==> src/rtl/matrix_scan_driver.sv <==
// Column-multiplexed driver for a 5x7 active-low LED matrix with anti-ghost blanking
// and a blinking cursor overlay. Each column's map slice and cursor are latched at the start of its dwell.
module matrix_scan_driver #(
    parameter int DATA_WIDTH    = 35,
    parameter int COLUNE_SIZE   = 7,
    parameter int TOTAL_COLUNES = 5,
    parameter int COL_DWELL     = 1000,
    parameter int BLANK_CYCLES  = 50,
    parameter int BLINK_FRAMES  = 25
) (
    input  logic                     clk,
    input  logic                     reset,
    input  logic [DATA_WIDTH-1:0]    matriz_data,
    input  logic [2:0]               x_coord_code,
    input  logic [2:0]               y_coord_code,
    input  logic                     cursor_enable,
    output logic [TOTAL_COLUNES-1:0] matrix_col,
    output logic [COLUNE_SIZE-1:0]   matrix_row,
    output logic                     frame_start
);

    localparam int CW = (COL_DWELL > 1)     ? $clog2(COL_DWELL)     : 1;
    localparam int IW = (TOTAL_COLUNES > 1) ? $clog2(TOTAL_COLUNES) : 1;
    localparam int FW = (BLINK_FRAMES > 1)  ? $clog2(BLINK_FRAMES)  : 1;

    localparam logic [CW-1:0] DWELL_LAST = CW'(COL_DWELL - 1);
    localparam logic [CW-1:0] BLANK_END  = CW'(BLANK_CYCLES);
    localparam logic [IW-1:0] COL_LAST   = IW'(TOTAL_COLUNES - 1);
    localparam logic [FW-1:0] FRAME_LAST = FW'(BLINK_FRAMES - 1);

    logic [CW-1:0]            r_dwell;
    logic [IW-1:0]            r_col_idx;
    logic [FW-1:0]            r_frame;
    logic                     r_blink;
    logic [COLUNE_SIZE-1:0]   r_snap_row;
    logic [2:0]               r_snap_x;
    logic [2:0]               r_snap_y;
    logic                     r_snap_en;
    logic [TOTAL_COLUNES-1:0] r_col_out;
    logic [COLUNE_SIZE-1:0]   r_row_out;
    logic                     r_frame_start;

    logic [COLUNE_SIZE-1:0]   w_slices [TOTAL_COLUNES];
    logic                     w_new_dwell;
    logic [COLUNE_SIZE-1:0]   w_slice;
    logic [2:0]               w_x;
    logic [2:0]               w_y;
    logic                     w_en;
    logic [2:0]               w_y_idx;
    logic                     w_hit;
    logic [COLUNE_SIZE-1:0]   w_mask;
    logic [COLUNE_SIZE-1:0]   w_rows;
    logic                     w_blank;
    logic [TOTAL_COLUNES-1:0] w_onehot;

    // Column 0 occupies the most significant slice of the map.
    for (genvar k = 0; k < TOTAL_COLUNES; k++) begin : g_slice
        assign w_slices[k] = matriz_data[DATA_WIDTH-1-COLUNE_SIZE*k -: COLUNE_SIZE];
    end

    // On the first cycle of a dwell the snapshot is still being loaded, so use the live inputs.
    assign w_new_dwell = (r_dwell == '0);
    assign w_slice     = w_new_dwell ? w_slices[r_col_idx] : r_snap_row;
    assign w_x         = w_new_dwell ? x_coord_code        : r_snap_x;
    assign w_y         = w_new_dwell ? y_coord_code        : r_snap_y;
    assign w_en        = w_new_dwell ? cursor_enable       : r_snap_en;

    assign w_y_idx  = w_y - 3'd1;
    assign w_hit    = w_en && (32'(w_x) == 32'(r_col_idx) + 32'd1)
                      && (w_y != 3'd0) && (32'(w_y) <= COLUNE_SIZE);
    assign w_mask   = (w_hit && r_blink) ? (COLUNE_SIZE'(1) << w_y_idx) : '0;
    assign w_rows   = w_slice ^ w_mask;
    assign w_blank  = (r_dwell < BLANK_END);
    assign w_onehot = TOTAL_COLUNES'(1) << r_col_idx;

    always_ff @(posedge clk) begin
        if (reset) begin
            r_dwell       <= '0;
            r_col_idx     <= '0;
            r_frame       <= '0;
            r_blink       <= 1'b0;
            r_snap_row    <= '1;
            r_snap_x      <= 3'd0;
            r_snap_y      <= 3'd0;
            r_snap_en     <= 1'b0;
            r_col_out     <= '0;
            r_row_out     <= '1;
            r_frame_start <= 1'b0;
        end else begin
            if (r_dwell == DWELL_LAST) begin
                r_dwell <= '0;
                if (r_col_idx == COL_LAST) begin
                    r_col_idx <= '0;
                    if (r_frame == FRAME_LAST) begin
                        r_frame <= '0;
                        r_blink <= ~r_blink;
                    end else begin
                        r_frame <= r_frame + 1'b1;
                    end
                end else begin
                    r_col_idx <= r_col_idx + 1'b1;
                end
            end else begin
                r_dwell <= r_dwell + 1'b1;
            end

            if (w_new_dwell) begin
                r_snap_row <= w_slices[r_col_idx];
                r_snap_x   <= x_coord_code;
                r_snap_y   <= y_coord_code;
                r_snap_en  <= cursor_enable;
            end

            r_col_out     <= w_blank ? '0 : w_onehot;
            r_row_out     <= w_blank ? '1 : w_rows;
            r_frame_start <= (r_col_idx == '0) && (r_dwell == BLANK_END);
        end
    end

    assign matrix_col  = r_col_out;
    assign matrix_row  = r_row_out;
    assign frame_start = r_frame_start;

endmodule
==> config.mk <==
export PLATFORM = sky130hd
export DESIGN_NAME = matrix_scan_driver
export DESIGN_NICKNAME = d
export VERILOG_FILES = /design/src/rtl/matrix_scan_driver.sv
export SDC_FILE = /design/constraint.sdc
export NUM_CORES = 1
export LEC_CHECK = 0
export ABC_AREA = 1
export CAP_MARGIN = 20
export CELL_PAD_IN_SITES_DETAIL_PLACEMENT = 1
export CELL_PAD_IN_SITES_GLOBAL_PLACEMENT = 1
export CORE_ASPECT_RATIO = 0.75
export CORE_MARGIN = 5
export CORE_UTILIZATION = 30
export CTS_BUF_LIST = sky130_fd_sc_hd__clkbuf_2
export CTS_CLUSTER_SIZE = 16
export DETAILED_ROUTE_END_ITERATION = 10
export GPL_TIMING_DRIVEN = 0
export PLACE_DENSITY = 0.83
export SKIP_LAST_GASP = 1
export SLEW_MARGIN = 20
export SYNTH_ARGS = -nofsm -noshare
export SYNTH_HDL_FRONTEND = slang
export SYNTH_SLANG_ARGS = --single-unit
==> constraint.sdc <==
create_clock -name clk -period 2.63 [get_ports clk]
set_clock_uncertainty 0.15 [all_clocks]
set_input_delay 0.526 -clock clk [delete_from_list [all_inputs] [get_ports clk]]
set_output_delay 0.526 -clock clk [all_outputs]
set_load 0.005 [all_outputs]
==> results of run 1 <==
-- state kept, by name (all words and copies together), names as in the netlist --
name / count
r_frame: 5
r_snap_row: 7
matrix_row: 7
r_dwell: 10
r_blink: 1
r_snap_x: 3
frame_start: 1
r_snap_y: 3
matrix_col: 5
r_snap_en: 1
r_col_idx: 3
-- metrics by stage --
| step | setup TNS, ns | hold WS, ns | std cells | utilization | worst slack [ns] |
|---|---|---|---|---|---|
| global route | -0.158 | 0.349 | 547 | 0.432 | -0.0483 |
| floorplan | 0 | 0.267 | 364 | - | 0.0138 |
| global placement | -1.94 | 0.277 | 524 | 0.398 | -0.293 |
| finish | 0 | 0.359 | 547 | 0.432 | 0.115 |
| CTS | 0 | 0.342 | 538 | 0.414 | 0.0109 |
| detailed placement | -2.65 | 0.313 | 524 | 0.398 | -0.415 |
-- cell families (layout without fill, tap and decap cells) --
| kind of cell | count (synthesis) | in the layout | synth area share |
|---|---|---|---|
| and+or+nand+nor | 198 | 198 | 0.364 |
| buffers and inverters | 57 | 135 | 0.0972 |
| AOI/OAI and AO/OA | 51 | 51 | 0.114 |
| xor gates and xnor gates | 3 | 3 | 0.0105 |
| adders and majority gates | 9 | 9 | 0.0451 |
| DFF | 46 | 46 | 0.369 |
-- cell type report --
| type | count | share of cell area |
|---|---|---|
| plain buffers | 12 | 0.0196 |
| clock buffers | 5 | 0.00726 |
| clock inverters | 2 | 0.00290 |
| inverters | 44 | 0.0508 |
| multi-input cells | 261 | 0.413 |
| flip-flops and latches | 46 | 0.268 |
| well taps | 105 | 0.0381 |
| repair buffers | 72 | 0.200 |
-- worst max-delay path by stage --
stage / cells past startpoint / endpoint
5_1_grt: 19 / matrix_row[1]
4_1_cts: 17 / matrix_row[4]
3_3_place_gp: 17 / matrix_row[1]
3_5_place_dp: 17 / matrix_row[1]
2_1_floorplan: 18 / matrix_row[5]
6_report: 17 / matrix_row[4]
-- critical path, cell delays in order (launching register included) --
cell	delay [ns]
dfxtp_2	0.38
inv_2	0.08
ha_4	0.15
nand3_4	0.06
nor2_4	0.18
nand2_8	0.09
inv_8	0.07
or2_4	0.12
o21ai_4	0.07
ha_4	0.16
or2_4	0.23
nor2_4	0.08
nand2_2	0.06
nor2_4	0.16
buf_6	0.14
nand4_1	0.09
nand2_1	0.09
nand2_1	0.05
-- synth_stat cells, types with 2 or more instances --
library cell  instances  area, um^2
nand2_1              92         345
dfxtp_1              46         921
nor2_1               41         154
inv_1                35         131
nand3_1              23         115
o21ai_0              19        95.1
a21oi_1              17        85.1
nand4_1              12        75.1
ha_1                  9         113
nor3_1                9        45.0
inv_2                 7        26.3
clkbuf_1              6        22.5
o211ai_1              6        45.0
buf_2                 4        20.0
nand2_2               4        25.0
a31oi_1               3        18.8
nand3_2               3        30.0
nor2_4                3        33.8
buf_6                 2        22.5
nand2_4               2        22.5
nor3b_1               2        15.0
o21ai_1               2        10.0
o21bai_1              2        15.0
or2_2                 2        12.5
xor2_1                2        17.5
-- per-layer routing --
| metal | vias up | GRT usage |
|---|---|---|
| met1 | 1282 | 0.210 |
| met2 | 73 | 0.279 |
| met4 | 0 | 0.0490 |
| li1 | 1333 | - |
| met5 | - | 0 |
| met3 | 15 | 0.0352 |
-- cells in the final DEF, fill, tap and decap left out, drive strengths merged --
cell type,instances
a21oi,18
nor4b,1
nand3,26
clkbuf,11
and3,1
nand3b,1
nor3,9
nor2,45
dfxtp,46
nor3b,2
xnor2,1
nor4,1
buf,23
a31oi,3
inv,43
nand4,12
o21bai,2
a211oi,1
clkinv,3
ha,9
xor2,2
o211ai,6
clkdlybuf4s50,55
nand2,98
or2,2
o21ai,21
-- what timing repair did --
action / in CTS / in global routing
setup endpoints to repair: 7 / 7
cloned: 1 / 0
pin swaps: 3 / 17
gates resized for setup: 14 / 17
setup buffers: 7 / 9
endpoints found under the hold margin: 0 / 0
-- power by group --
part           switching (mW)  total [mW]  internal, mW
Combinational           0.230       0.421         0.191
Sequential             0.0111       0.739         0.728
Clock                   0.234       0.292        0.0578
Total                   0.475        1.45         0.976
==> flow_metrics.tcl, run 1 <==
set metrics [dict create \
    outcome "complete, no violations" \
    drt-pass1-iter-count 4 \
    grt_max_degree 14 \
    route.met2.wl_um 3930 \
    ctsRootBufferMaster "clkbuf_2" \
    crit_start "r_dwell[1]" \
    drt_iter0_drc 131 \
    drive_gt1_frac 0.154 \
    maxSlewHeadroom 0.598 \
    cts_sinks 46 \
    hold_depth 2 \
    hold_violations 0 \
    ys_types 36 \
    die_area_mm2 0.0103 \
    whs_endpoint "r_snap_en" \
    grt_pass1_wl_um 13400 \
    antenna_found_initial 0 \
    power_density_mw_per_mm2 421 \
    required_ns 2.80 \
    clk_pin_slew_ns 0.24 \
    finalCritPeriodShare 0.956 \
    n_fill_cell 1044 \
    rrSetupSlack_ns 0.11 \
    wl_met1_um 3870 \
    synth-seq-cells 46 \
    placed_area_mm2 0.00318 \
    vias 2703 \
    cp_data_arrival_time_ns 2.69 \
    synth_edf_count 0 \
    top_layer_used "met4" \
    period_minus_slack_ns 2.52 \
    fmax_mhz 398 \
    worstMarginPinSlew_ns 0.601 \
    cts_buffer_depth 2 \
    h-tree-depth 2 \
    r2r_end "matrix_row[4]" \
    multiInputGateArea_mm2 0.00143 \
    initial_core_util 0.312 \
    worstSkewPairLatency_ns 0.41 \
    drv_slew 0 \
    synth_ff_type "dfxtp_1" \
    regArea_um2 923 \
    drv_cap 0 \
    wire_per_inst_um 15.4 \
    syn_area_per_cell_um2 6.86 \
    core_mm2 0.00799 \
    num_rows 28 \
    die_h_um 89.0 \
    first_global_vias 2783 \
    final_area_mm2 0.00345 \
    drtAntennaViolNets 0 \
    place.gp.congestion 0.864 \
    wl_met3_um 464 \
    worst-setup-path-type "flop to flop" \
    netlist_instances 364 \
    p_leak_nw 1.44 \
    rsz0062_at_grt "yes" \
    ys_warn_count 0 \
    async_flop_share 0 \
    synth_nets 417 \
    critPathCaptureType "flop" \
    rr_worst_depth 17 \
    tritoncts "built" \
    postCtsHoldBufs 0 \
    area_growth_pct 38.1 \
    max-vdd-ir-drop_mv 0.153 \
    overflow 0 \
    startpoint_type "flop" \
    hpwl_um 6240 \
    cts_buffers 5 \
    port_buffers 55 \
    finalPower_mw 1.45 \
    grt_util_all_layers 0.164 \
    drc 0 \
    fp.dieW_um 115 \
    detail_route.wirelength_um 8420 \
    r2r_start "r_dwell[1]" \
    num_antenna_cells 0 \
    hold_path_class "input pin to flop" \
    ys_seq_area_frac 0.369 \
    path_max_fanout 5 \
    hp-start "reset" \
    pin_count 57 \
    final_nets 495 \
    syn_area_mm2 0.00250 \
    via_per_inst 4.94 \
    setup_viol 0 \
]
Note: power is estimated with default switching activity, not from simulation.
==> run 2, diff against run 1 <==
--- a/config.mk
+++ b/config.mk
@@ -6,6 +6,7 @@
 export NUM_CORES = 1
 export LEC_CHECK = 0
 export ABC_AREA = 1
+export ABC_CLOCK_PERIOD_IN_PS = 2630
 export CAP_MARGIN = 20
 export CELL_PAD_IN_SITES_DETAIL_PLACEMENT = 1
 export CELL_PAD_IN_SITES_GLOBAL_PLACEMENT = 1
==> results of run 2 <==
No change in the layout: final DEF, timing and power equal those of run 1.
==> run 3, diff against run 2 <==
--- a/config.mk
+++ b/config.mk
@@ -18,7 +18,6 @@
 export DETAILED_ROUTE_END_ITERATION = 10
 export GPL_TIMING_DRIVEN = 0
 export PLACE_DENSITY = 0.83
-export SKIP_LAST_GASP = 1
 export SLEW_MARGIN = 20
 export SYNTH_ARGS = -nofsm -noshare
 export SYNTH_HDL_FRONTEND = slang
==> results of run 3 <==
No change in the layout: final DEF, timing and power equal those of run 1.
